### src/rtl/xpmwrap_sdpram_stream_pkg.sv
// ----------------------------------------------------------------------------
// xpmwrap_pkg
// Shared types and helpers for the streaming simple dual-port RAM wrapper.
//   state_e      : sequencer state (INIT clears the array, RUN serves clients)
//   S_INIT/S_RUN : the same encodings as plain vector constants
//   num_bytes    : number of byte-enable lanes for a word/lane width pair
//   skid_depth   : response buffer depth needed to cover the read latency
//   latency_legal: supported RAM read latencies
//   width_legal  : word width must be a whole number of lanes
// ----------------------------------------------------------------------------
package xpmwrap_pkg;

    typedef enum logic [0:0] {
        ST_INIT = 1'b0,
        ST_RUN  = 1'b1
    } state_e;

    localparam logic [0:0] S_INIT = 1'b0;
    localparam logic [0:0] S_RUN  = 1'b1;

    function automatic int num_bytes(input int data_width, input int byte_width);
        return data_width / byte_width;
    endfunction

    // READ_LATENCY words can be in the RAM pipeline while the FIFO head is
    // stalled; two extra entries keep one-per-cycle streaming with the
    // registered-only request-ready decision.
    function automatic int skid_depth(input int read_latency);
        return read_latency + 2;
    endfunction

    function automatic bit latency_legal(input int read_latency);
        return (read_latency >= 1) && (read_latency <= 4);
    endfunction

    function automatic bit width_legal(input int data_width, input int byte_width);
        return (byte_width > 0) && ((data_width % byte_width) == 0);
    endfunction

endpackage

### src/rtl/xpmwrap_sdpram_stream_if.sv
// ----------------------------------------------------------------------------
// xpmwrap_sdpram_stream_if
// Client-side bundle of the streaming RAM: write port, read-request port,
// read-response port and the clear-complete flag.
//
// Handshake rule for every channel (wr, rd_req, rd_rsp): a transfer happens
// on a rising clock edge where valid && ready are both high. The source holds
// valid and its payload stable until the transfer; ready may change freely
// and never depends combinationally on the same channel's valid.
//
// Modports:
//   master : the client (drives requests, consumes responses)
//   slave  : the RAM wrapper
// ----------------------------------------------------------------------------
interface xpmwrap_sdpram_stream_if #(
    parameter int ADDR_WIDTH = 6,
    parameter int DATA_WIDTH = 32,
    parameter int NUM_BYTES  = 4
);
    logic                  wr_valid;
    logic                  wr_ready;
    logic [ADDR_WIDTH-1:0] wr_addr;
    logic [DATA_WIDTH-1:0] wr_data;
    logic [NUM_BYTES-1:0]  wr_be;

    logic                  rd_req_valid;
    logic                  rd_req_ready;
    logic [ADDR_WIDTH-1:0] rd_req_addr;

    logic                  rd_rsp_valid;
    logic                  rd_rsp_ready;
    logic [DATA_WIDTH-1:0] rd_rsp_data;

    logic                  init_done;

    modport master (
        output wr_valid, wr_addr, wr_data, wr_be,
        output rd_req_valid, rd_req_addr, rd_rsp_ready,
        input  wr_ready, rd_req_ready, rd_rsp_valid, rd_rsp_data, init_done
    );

    modport slave (
        input  wr_valid, wr_addr, wr_data, wr_be,
        input  rd_req_valid, rd_req_addr, rd_rsp_ready,
        output wr_ready, rd_req_ready, rd_rsp_valid, rd_rsp_data, init_done
    );

endinterface

### src/rtl/xpmwrap_sdpram_stream_core.sv
// ----------------------------------------------------------------------------
// xpmwrap_sdpram_core
// Common-clock simple dual-port block RAM, read-first, byte-write lanes of
// BYTE_WIDTH bits, READ_LATENCY-cycle registered read path. Behaviour matches
// xpm_memory_sdpram in that configuration with rstb tied low: the array and
// the read pipeline are never reset.
// A write-side mux lets the clear sequencer override the user write port.
//
// Ports:
//   i_clk        clock
//   i_init_en    clear sequencer owns port A (zero data, all lanes enabled)
//   i_init_addr  clear address
//   i_wr_en      user write enable (ignored while i_init_en)
//   i_wr_addr    user write address
//   i_wr_data    user write data
//   i_wr_be      user byte enables
//   i_rd_en      read enable (port B)
//   i_rd_addr    read address
//   o_rd_data    read data, READ_LATENCY cycles after i_rd_en
// ----------------------------------------------------------------------------
module xpmwrap_sdpram_core
    import xpmwrap_pkg::*;
#(
    parameter int ADDR_WIDTH   = 6,
    parameter int DATA_WIDTH   = 32,
    parameter int BYTE_WIDTH   = 8,
    parameter int NUM_BYTES    = 4,
    parameter int READ_LATENCY = 2
) (
    input  logic                  i_clk,
    input  logic                  i_init_en,
    input  logic [ADDR_WIDTH-1:0] i_init_addr,
    input  logic                  i_wr_en,
    input  logic [ADDR_WIDTH-1:0] i_wr_addr,
    input  logic [DATA_WIDTH-1:0] i_wr_data,
    input  logic [NUM_BYTES-1:0]  i_wr_be,
    input  logic                  i_rd_en,
    input  logic [ADDR_WIDTH-1:0] i_rd_addr,
    output logic [DATA_WIDTH-1:0] o_rd_data
);

    localparam int DEPTH = 2 ** ADDR_WIDTH;

    logic [DATA_WIDTH-1:0] r_mem     [DEPTH];
    logic [DATA_WIDTH-1:0] r_rd_pipe [READ_LATENCY];

    logic                  w_we;
    logic [ADDR_WIDTH-1:0] w_addr;
    logic [DATA_WIDTH-1:0] w_data;
    logic [NUM_BYTES-1:0]  w_be;

    assign w_we   = i_init_en | i_wr_en;
    assign w_addr = i_init_en ? i_init_addr : i_wr_addr;
    assign w_data = i_init_en ? '0 : i_wr_data;
    assign w_be   = i_init_en ? '1 : i_wr_be;

    always_ff @(posedge i_clk) begin
        if (w_we) begin
            for (int i = 0; i < NUM_BYTES; i++) begin
                if (w_be[i]) begin
                    r_mem[w_addr][i*BYTE_WIDTH +: BYTE_WIDTH] <= w_data[i*BYTE_WIDTH +: BYTE_WIDTH];
                end
            end
        end
    end

    // Read in a separate process: the non-blocking write above lands after
    // this sample, so a same-address collision returns the old word.
    always_ff @(posedge i_clk) begin
        if (i_rd_en) begin
            r_rd_pipe[0] <= r_mem[i_rd_addr];
        end
        for (int i = 1; i < READ_LATENCY; i++) begin
            r_rd_pipe[i] <= r_rd_pipe[i-1];
        end
    end

    assign o_rd_data = r_rd_pipe[READ_LATENCY-1];

endmodule

### src/rtl/xpmwrap_sdpram_stream.sv
// ----------------------------------------------------------------------------
// xpmwrap_sdpram_stream
// Streaming simple dual-port RAM: valid/ready write and read ports, byte
// enables, zero-fill after reset, and a credit-tracked response FIFO that
// hides the RAM read latency from the client.
//
// Ports:
//   clka         clock
//   rsta         asynchronous active-high reset (control state only)
//   s_bus        client bundle (slave side), see xpmwrap_sdpram_stream_if
//   o_dbg_state  sequencer state (S_INIT / S_RUN)
// ----------------------------------------------------------------------------
module xpmwrap_sdpram_stream
    import xpmwrap_pkg::*;
#(
    parameter int ADDR_WIDTH    = 6,
    parameter int DATA_WIDTH    = 32,
    parameter int BYTE_WIDTH    = 8,
    parameter int READ_LATENCY  = 2,
    parameter int INIT_ON_RESET = 1
) (
    input  logic                  clka,
    input  logic                  rsta,
    xpmwrap_sdpram_stream_if.slave s_bus,
    output logic [0:0]            o_dbg_state
);

    localparam int NUM_BYTES  = num_bytes(DATA_WIDTH, BYTE_WIDTH);
    localparam int SKID_DEPTH = skid_depth(READ_LATENCY);
    localparam int CW         = $clog2(SKID_DEPTH + 1);
    localparam int PW         = $clog2(SKID_DEPTH);

    localparam logic [CW-1:0] SKID_C    = CW'(SKID_DEPTH);
    localparam logic [PW-1:0] PTR_LAST  = PW'(SKID_DEPTH - 1);
    localparam logic [0:0]    RST_STATE = (INIT_ON_RESET != 0) ? S_INIT : S_RUN;

    if (!latency_legal(READ_LATENCY)) begin : g_bad_latency
        $error("xpmwrap_sdpram_stream: READ_LATENCY must be 1..4");
    end
    if (!width_legal(DATA_WIDTH, BYTE_WIDTH)) begin : g_bad_width
        $error("xpmwrap_sdpram_stream: DATA_WIDTH must be a multiple of BYTE_WIDTH");
    end

    // ---------------- clear sequencer ----------------
    logic [0:0]          r_state;
    logic [ADDR_WIDTH:0] r_init_addr;
    logic [ADDR_WIDTH:0] w_init_next;
    logic                w_init_en;
    logic                w_run;

    assign w_init_next = r_init_addr + (ADDR_WIDTH+1)'(1);
    assign w_init_en   = (r_state == S_INIT);
    assign w_run       = (r_state == S_RUN);

    // The extra counter bit flags the terminal count: the edge that writes
    // the last address also moves the sequencer to RUN.
    always_ff @(posedge clka or posedge rsta) begin
        if (rsta) begin
            r_state     <= RST_STATE;
            r_init_addr <= '0;
        end else if (r_state == S_INIT) begin
            r_init_addr <= w_init_next;
            if (w_init_next[ADDR_WIDTH]) begin
                r_state <= S_RUN;
            end
        end
    end

    // ---------------- handshakes ----------------
    logic [CW-1:0] r_credit;
    logic          w_req_ready;
    logic          w_req_acc;
    logic          w_wr_acc;
    logic          w_pop;
    logic          w_push;

    // Depends only on registered state, never on rd_rsp_ready.
    assign w_req_ready = w_run && (r_credit < SKID_C);
    assign w_req_acc   = s_bus.rd_req_valid && w_req_ready;
    assign w_wr_acc    = s_bus.wr_valid && w_run;

    // ---------------- RAM ----------------
    logic [DATA_WIDTH-1:0] w_ram_rd_data;

    xpmwrap_sdpram_core #(
        .ADDR_WIDTH   (ADDR_WIDTH),
        .DATA_WIDTH   (DATA_WIDTH),
        .BYTE_WIDTH   (BYTE_WIDTH),
        .NUM_BYTES    (NUM_BYTES),
        .READ_LATENCY (READ_LATENCY)
    ) u_core (
        .i_clk       (clka),
        .i_init_en   (w_init_en),
        .i_init_addr (r_init_addr[ADDR_WIDTH-1:0]),
        .i_wr_en     (w_wr_acc),
        .i_wr_addr   (s_bus.wr_addr),
        .i_wr_data   (s_bus.wr_data),
        .i_wr_be     (s_bus.wr_be),
        .i_rd_en     (w_req_acc),
        .i_rd_addr   (s_bus.rd_req_addr),
        .o_rd_data   (w_ram_rd_data)
    );

    // Valid tags shadow the unreset RAM read pipeline so that words in
    // flight at reset are dropped instead of pushed.
    logic [READ_LATENCY-1:0] r_vpipe;

    always_ff @(posedge clka or posedge rsta) begin
        if (rsta) begin
            r_vpipe <= '0;
        end else begin
            r_vpipe[0] <= w_req_acc;
            for (int i = 1; i < READ_LATENCY; i++) begin
                r_vpipe[i] <= r_vpipe[i-1];
            end
        end
    end

    // ---------------- response FIFO ----------------
    logic [DATA_WIDTH-1:0] r_fifo [SKID_DEPTH];
    logic [PW-1:0]         r_wr_ptr;
    logic [PW-1:0]         r_rd_ptr;
    logic [CW-1:0]         r_count;

    assign w_push = r_vpipe[READ_LATENCY-1];
    assign w_pop  = (r_count != '0) && s_bus.rd_rsp_ready;

    always_ff @(posedge clka or posedge rsta) begin
        if (rsta) begin
            r_wr_ptr <= '0;
            r_rd_ptr <= '0;
            r_count  <= '0;
            for (int i = 0; i < SKID_DEPTH; i++) begin
                r_fifo[i] <= '0;
            end
        end else begin
            if (w_push) begin
                r_fifo[r_wr_ptr] <= w_ram_rd_data;
                r_wr_ptr         <= (r_wr_ptr == PTR_LAST) ? '0 : r_wr_ptr + PW'(1);
            end
            if (w_pop) begin
                r_rd_ptr <= (r_rd_ptr == PTR_LAST) ? '0 : r_rd_ptr + PW'(1);
            end
            case ({w_push, w_pop})
                2'b10:   r_count <= r_count + CW'(1);
                2'b01:   r_count <= r_count - CW'(1);
                default: r_count <= r_count;
            endcase
        end
    end

    // ---------------- credit ----------------
    always_ff @(posedge clka or posedge rsta) begin
        if (rsta) begin
            r_credit <= '0;
        end else begin
            case ({w_req_acc, w_pop})
                2'b10:   r_credit <= r_credit + CW'(1);
                2'b01:   r_credit <= r_credit - CW'(1);
                default: r_credit <= r_credit;
            endcase
        end
    end

    a_fifo_no_overflow : assert property (@(posedge clka) disable iff (rsta)
        (w_push && !w_pop) |-> (r_count < SKID_C));

    a_credit_in_range : assert property (@(posedge clka) disable iff (rsta)
        r_credit <= SKID_C);

    // ---------------- outputs ----------------
    assign s_bus.wr_ready     = w_run;
    assign s_bus.rd_req_ready = w_req_ready;
    assign s_bus.rd_rsp_valid = (r_count != '0);
    assign s_bus.rd_rsp_data  = r_fifo[r_rd_ptr];
    assign s_bus.init_done    = w_run;
    assign o_dbg_state        = r_state;

endmodule

### src/flat_wrapper.sv
// flat-port wrapper written by rule: the top's interface ports become plain ports
module xpmwrap_sdpram_stream_flat import xpmwrap_pkg::*;
#(
    parameter int ADDR_WIDTH    = 6,
    parameter int DATA_WIDTH    = 32,
    parameter int BYTE_WIDTH    = 8,
    parameter int READ_LATENCY  = 2,
    parameter int INIT_ON_RESET = 1
)
  (clka, rsta, o_dbg_state, s_bus_wr_valid, s_bus_wr_addr, s_bus_wr_data, s_bus_wr_be, s_bus_rd_req_valid, s_bus_rd_req_addr, s_bus_rd_rsp_ready, s_bus_wr_ready, s_bus_rd_req_ready, s_bus_rd_rsp_valid, s_bus_rd_rsp_data, s_bus_init_done);
  xpmwrap_sdpram_stream_if #(.ADDR_WIDTH(ADDR_WIDTH), .DATA_WIDTH(DATA_WIDTH), .NUM_BYTES(((32) / (8)))) s_bus_i ();
  input  logic clka;
  input  logic rsta;
  output logic [0:0] o_dbg_state;
  input wire logic [$bits(s_bus_i.wr_valid)-1:0] s_bus_wr_valid;
  input wire logic [$bits(s_bus_i.wr_addr)-1:0] s_bus_wr_addr;
  input wire logic [$bits(s_bus_i.wr_data)-1:0] s_bus_wr_data;
  input wire logic [$bits(s_bus_i.wr_be)-1:0] s_bus_wr_be;
  input wire logic [$bits(s_bus_i.rd_req_valid)-1:0] s_bus_rd_req_valid;
  input wire logic [$bits(s_bus_i.rd_req_addr)-1:0] s_bus_rd_req_addr;
  input wire logic [$bits(s_bus_i.rd_rsp_ready)-1:0] s_bus_rd_rsp_ready;
  output wire logic [$bits(s_bus_i.wr_ready)-1:0] s_bus_wr_ready;
  output wire logic [$bits(s_bus_i.rd_req_ready)-1:0] s_bus_rd_req_ready;
  output wire logic [$bits(s_bus_i.rd_rsp_valid)-1:0] s_bus_rd_rsp_valid;
  output wire logic [$bits(s_bus_i.rd_rsp_data)-1:0] s_bus_rd_rsp_data;
  output wire logic [$bits(s_bus_i.init_done)-1:0] s_bus_init_done;
  assign s_bus_i.wr_valid = s_bus_wr_valid;
  assign s_bus_i.wr_addr = s_bus_wr_addr;
  assign s_bus_i.wr_data = s_bus_wr_data;
  assign s_bus_i.wr_be = s_bus_wr_be;
  assign s_bus_i.rd_req_valid = s_bus_rd_req_valid;
  assign s_bus_i.rd_req_addr = s_bus_rd_req_addr;
  assign s_bus_i.rd_rsp_ready = s_bus_rd_rsp_ready;
  assign s_bus_wr_ready = s_bus_i.wr_ready;
  assign s_bus_rd_req_ready = s_bus_i.rd_req_ready;
  assign s_bus_rd_rsp_valid = s_bus_i.rd_rsp_valid;
  assign s_bus_rd_rsp_data = s_bus_i.rd_rsp_data;
  assign s_bus_init_done = s_bus_i.init_done;
  xpmwrap_sdpram_stream #(.ADDR_WIDTH(ADDR_WIDTH), .DATA_WIDTH(DATA_WIDTH), .BYTE_WIDTH(BYTE_WIDTH), .READ_LATENCY(READ_LATENCY), .INIT_ON_RESET(INIT_ON_RESET)) u_core (.clka(clka), .rsta(rsta), .s_bus(s_bus_i), .o_dbg_state(o_dbg_state));
endmodule
### config.mk
export PLATFORM = sky130hd
export DESIGN_NAME = xpmwrap_sdpram_stream_flat
export DESIGN_NICKNAME = d
export VERILOG_FILES = /design/src/rtl/xpmwrap_sdpram_stream_pkg.sv /design/src/rtl/xpmwrap_sdpram_stream_if.sv /design/src/rtl/xpmwrap_sdpram_stream_core.sv /design/src/rtl/xpmwrap_sdpram_stream.sv /design/src/flat_wrapper.sv
export SDC_FILE = /design/constraint.sdc
export NUM_CORES = 2
export LEC_CHECK = 0
export CAP_MARGIN = 10
export CORE_AREA = 3 3 423 425
export CTS_CLUSTER_SIZE = 28
export DETAILED_ROUTE_END_ITERATION = 8
export DIE_AREA = 0 0 426 428
export MAX_ROUTING_LAYER = met4
export PLACE_DENSITY = 0.65
export SLEW_MARGIN = 15
export SYNTH_ARGS = -nofsm -noshare
export SYNTH_HDL_FRONTEND = slang
export SYNTH_SLANG_ARGS = --single-unit
### constraint.sdc
create_clock -name clka -period 10.6 [get_ports clka]
set_clock_uncertainty 0.15 [all_clocks]
set_input_delay 2.65 -clock clka [delete_from_list [all_inputs] [get_ports clka]]
set_output_delay 2.65 -clock clka [all_outputs]
set_load 0.03 [all_outputs]
Word level (Yosys, flattened, before mapping)
Memory sizes are Yosys's and may differ from the RTL's.
Cells that the tools add are included.

word-level totals
  memory bits (writable) = 2,112
  register bits after elaboration = 148
  logic and storage cells = 71
  memories = 2

operators by class
  reductions and logical operators = 8
  $add $sub $neg = 7
  eq/ne operators = 6
  bitwise gates (word level) = 4
  muxes and demuxes = 29
  $lt $le $gt $ge = 4

memories
  memory                   words  bits a word  rd ports  clocked after Yosys merged registers in  write ports  RTL line                          RTL
  u_core.u_core.r_mem      64     32           1         0                                        1            xpmwrap_sdpram_stream_core.sv:44  logic [DATA_WIDTH-1:0] r_mem [DEPTH];
  u_core.u_core.r_rd_pipe  2      32           2         0                                        2            xpmwrap_sdpram_stream_core.sv:45  logic [DATA_WIDTH-1:0] r_rd_pipe [READ_LATENCY];

operators by type and width
  cell                                                                   count
  128-bit bitwise mux                                                    1
  32-bit two-way mux                                                     4
  32-bit binary-select mux with 2-bit select                             1
  32-bit demux with 2-bit select                                         1
  1-bit two-way mux                                                      16
  3-bit case mux with 2 select lines                                     2
  2-bit == test (second input constant)                                  4
  7-bit by 1-bit adder with 7-bit output (second input constant)         1
  3-bit by 1-bit adder with 3-bit output (second input constant)         2
  3-bit greater-or-equal comparator (second input constant)              2
  6-bit two-way mux                                                      1
  2-bit NOT with 3-bit output                                            2
  3-bit by 1-bit subtractor with 3-bit output (second input constant)    2
  1-bit logical AND                                                      5
  2-bit by 1-bit adder with 2-bit output (second input constant)         2
  2-bit by 1-bit == test with 1-bit output (second input constant)       2
  2-bit two-way mux                                                      2
  4-bit two-way mux                                                      1
  2-bit nonzero test                                                     2
  3-bit by 1-bit < comparator with 1-bit output (second input constant)  1
  3-bit < comparator (second input constant)                             1
  3-bit nonzero test                                                     1
  1-bit NOT                                                              1
  1-bit bitwise OR                                                       1

Logic depth before layout (Yosys ltp)
  depth in word-level cells = 6
  depth in mapped cells = 12
  mapped depth without buffers = 9

Modules after synthesis
A second synthesis with hierarchy kept.

unflattened totals
  cell total of the unflattened synthesis = 4,358
  area, all modules = 88,549.9 um2

modules (own cells, without submodules)
  module                 times used  cells each  sequential area each (um2)  area an instance (um2)
  xpmwrap_sdpram_core    1           3,960       63,100.5                    82,033.7
  xpmwrap_sdpram_stream  1           398         3,703.6                     6,516.2

Worst setup path before layout
No wires, ideal clock.

  kind = register -> output
  start = register u_core.r_state (netlist: u_core.o_dbg_state)
  end = output s_bus_rd_req_ready
  required time = 7.800 ns
  buffers on the path = 4
  stages on the path, launching flop included = 6
  path slack = 5.618 ns
  arrival time = 2.182 ns
  cells stage by stage = dfrtp_1 > clkbuf_1 > buf_1 > clkbuf_1 > clkbuf_1 > nor2b_1

between the ends
  longest elaborated chain between the ends = 1

RTL lines
  element                 RTL line                     RTL
  from (decl)             xpmwrap_sdpram_stream.sv:45  logic [0:0] r_state;
  from (signal assigned)  xpmwrap_sdpram_stream.sv:59  r_state <= RST_STATE;
  from (signal assigned)  xpmwrap_sdpram_stream.sv:64  r_state <= S_RUN;
  1-bit logical AND       xpmwrap_sdpram_stream.sv:78  assign w_req_ready = w_run && (r_credit < SKID_C);
  to (decl)               flat_wrapper.sv:23           output wire logic [$bits(s_bus_i.rd_req_ready)-1:0] s_bus_rd_req_ready;

No other way between the ends.

==> run_results.csv <==
group,metric,value,unit
floorplan,die_area,182300,um^2
critical_path,path_max_fanout,60,
logic_synthesis,synth.avg_cell_area,20.97,um^2
clocking,cts_buffer_depth,3,
global_route,antenna_found_initial,17,
finish,areaGrowthSynthToFinish,11.62,%
power,vdd_drop_max,163.8,uV
logic_synthesis,synth_ff_type,"edfxtp_1",
place,port_buffers,89,
timing,hold_viol,0,
floorplan,initial_core_util,0.4979,
route,drcViolationCount,0,
critical_path,crit_type,"primary input to flip-flop",
timing,finalCritPeriodShare,0.5727,
logic_synthesis,netlist_area,87490,um^2
timing,worstMarginPinSlew,1.219,ns
timing,fin_tns_setup,0,ns
global_route,grt_start_max_net_pins,102,
clocking,postCtsResizedCells,0,
critical_path,cp-end-kind,"flip-flop",
clocking,cts_tree,"done",
route,final_antenna_net_count,0,
timing,fmax,164.7,MHz
route,vias,43611,
global_route,grt_overflow,0,
timing,hold_ws,0.1896,ns
place,gp_congestion,0.8650,
timing,slew_viol_final,0,
global_route,grt_pass1_wl,321100,um
floorplan,ioPinCount,90,
job,maxCapViolCount,0,
finish,final_cell_mix,"edfxtp_1 (2080), mux4_2 (511), nor2_1 (262)",
place,hpwl,137000,um
logic_synthesis,synth_edf_count,2080,
logic_synthesis,synth_top_area_frac,0.7139,
critical_path,worstSetupStartpointType,"primary input",
finish,fin_nets,4397,
floorplan,core-area,175700,um^2
clocking,numCtsBuffers,215,
clocking,cts_setup_buffers,0,
route,drt-pass1-iter-count,5,
route,drtIter0Drc,6046,
logic_synthesis,synthesis.nets,4235,
finish,layout_commonest_cell,"edfxtp_1",
route,avgViaCountPerCell,6.356,
critical_path,crit_required,11.01,ns
timing,timing.slew.headroom,0.1840,
power,total_leakage_power,26.22,nW
finish,multi_input_area,19340,um^2
global_route,grt_util_all_layers,0.2549,
timing,min_period,6.071,ns
route,route.detailed.wl_per_inst,32.84,um
logic_synthesis,yosys-top-cells-area,"edfxtp_1 (71%), mux4_2 (13%), dfrtp_1 (4.2%)",
critical_path,cp_data_arrival_time,6.48,ns
finish,utilization,0.5557,
finish,seqCellArea,66810,um^2
power,total_power,17.75,mW
global_route,grt_pass1_vias,42782,
logic_synthesis,ys_seq_elements,2260,
floorplan,die_h,428,um
place,placement.cell_area,90750,um^2
power,power_density,181.8,nW/um^2
timing,setup_viol,0,
floorplan,die_x,426,um
clocking,cts-root-buf,"clkbuf_16",
logic_synthesis,yosys.area.top_type,"edfxtp_1",
logic_synthesis,ys_seq_area_frac,0.7635,
run_status,status,"finished clean",
clocking,clock_sinks,2260,
finish,drive_above_1_share,0.2528,
finish,n_fill_cell,13184,
floorplan,std_cell_rows,154,
clocking,holdBufCountCts,0,
logic_synthesis,syn_inst,4172,
clocking,htreeDepth,4,
logic_synthesis,yosys_warnings,0,
hold_path,hold_path_class,"flip-flop to flip-flop",
timing,rsz0062_at_grt,"false",
logic_synthesis,synth_cell_types,52,
logic_synthesis,async_reset_ff_frac,0.06549,
clocking,clk_latency,0.86,ns
finish,final_area,97660,um^2
clocking,path_clk_slew,0.06,ns
route,drt_wl_total,225300,um
cell families (layout without fill, tap and decap cells):
family          count (synthesis)  after routing  synth area share
buf+inv                       252            594           0.01692
mux                           759            759            0.1632
simple gates                  579            579           0.02983
compound gates                299            299           0.02360
flops                        2260           2260            0.7635
other cells                     0              7                 0
xor+xnor                       13             13          0.001301
fa+ha+maj                      10             10          0.001602
stage by stage:
stage / instances / setup WS, ns
floorplan: 4172 / 3.820
global placement: 6453 / 3.575
detailed placement: 6455 / 3.613
CTS: 6852 / 4.454
global route: 6861 / 4.417
finish: 6861 / 4.529
layout make-up:
cell class	count	share of cell area
Multi-Input combinational cell	1660	0.1981
Timing Repair Buffer	179	0.01703
Inverter	18	0.0007431
Clock buffer	277	0.05874
Antenna cell	7	0.0001794
Clock inverter	120	0.01117
Sequential cell	2260	0.6841
Tap cell	2340	0.02998
worst max-delay path, cell delays in order:
cell	delay (ns)
buf_8	0.34
buf_4	0.60
buf_4	0.85
mux4_2	0.58
o221ai_1	0.84
nor2_1	0.08
a31oi_1	0.28
a311oi_1	0.13
path summary, 6_finish.rpt:
path | slack, ns | startpoint | cells past startpoint | endpoint
hold / removal | 0.19 | u_core.u_core.r_rd_pipe[0][25] | 0 | u_core.u_core.r_rd_pipe[0][57]
hold reg to reg | 0.19 | u_core.u_core.r_rd_pipe[0][25] | 0 | u_core.u_core.r_rd_pipe[0][57]
setup / recovery | 4.53 | s_bus_rd_req_addr[2] | 8 | u_core.u_core.r_rd_pipe[0][14]
setup reg to reg | 5.87 | u_core.o_dbg_state | 5 | u_core.u_core.r_mem[47][5]
max in group asynchronous | 6.61 | rsta | 3 | u_core.o_dbg_state
min in group asynchronous | 2.20 | rsta | 2 | u_core.r_fifo[87]
routing by layer:
metal | up-vias | wire length, um | track usage
met3 | 397 | 22730 | 0.05592
li1 | 17592 | - | -
met4 | 0 | 8670 | 0.09086
met5 | - | 0 | -
met2 | 2417 | 104600 | 0.3705
met1 | 23205 | 89320 | 0.3595
cells in the mapped netlist (38+ instances only):
cell,n
o22ai_1,146
buf_2,51
clkbuf_1,86
mux4_2,511
edfxtp_1,2080
mux2_2,166
dfrtp_1,148
and2_1,41
buf_4,38
mux2i_1,77
nand2_1,111
nor3_1,53
nor2_1,263
registers in the layout, indices dropped and copies added, names as in the netlist, 3 cells and up:
name and cells:
u_core.r_fifo 128, u_core.u_core.r_rd_pipe 64, u_core.r_count 3, u_core.u_core.r_mem 2048, u_core.r_init_addr 7, u_core.r_credit 3
where the power goes:
group / total [mW] / internal, mW / switching [mW]
sequential: 9.65 / 9.61 / 0.0448
clock: 7.54 / 4.25 / 3.30
combinational: 0.553 / 0.214 / 0.339
No activity file was read; power rests on OpenSTA's default activity.
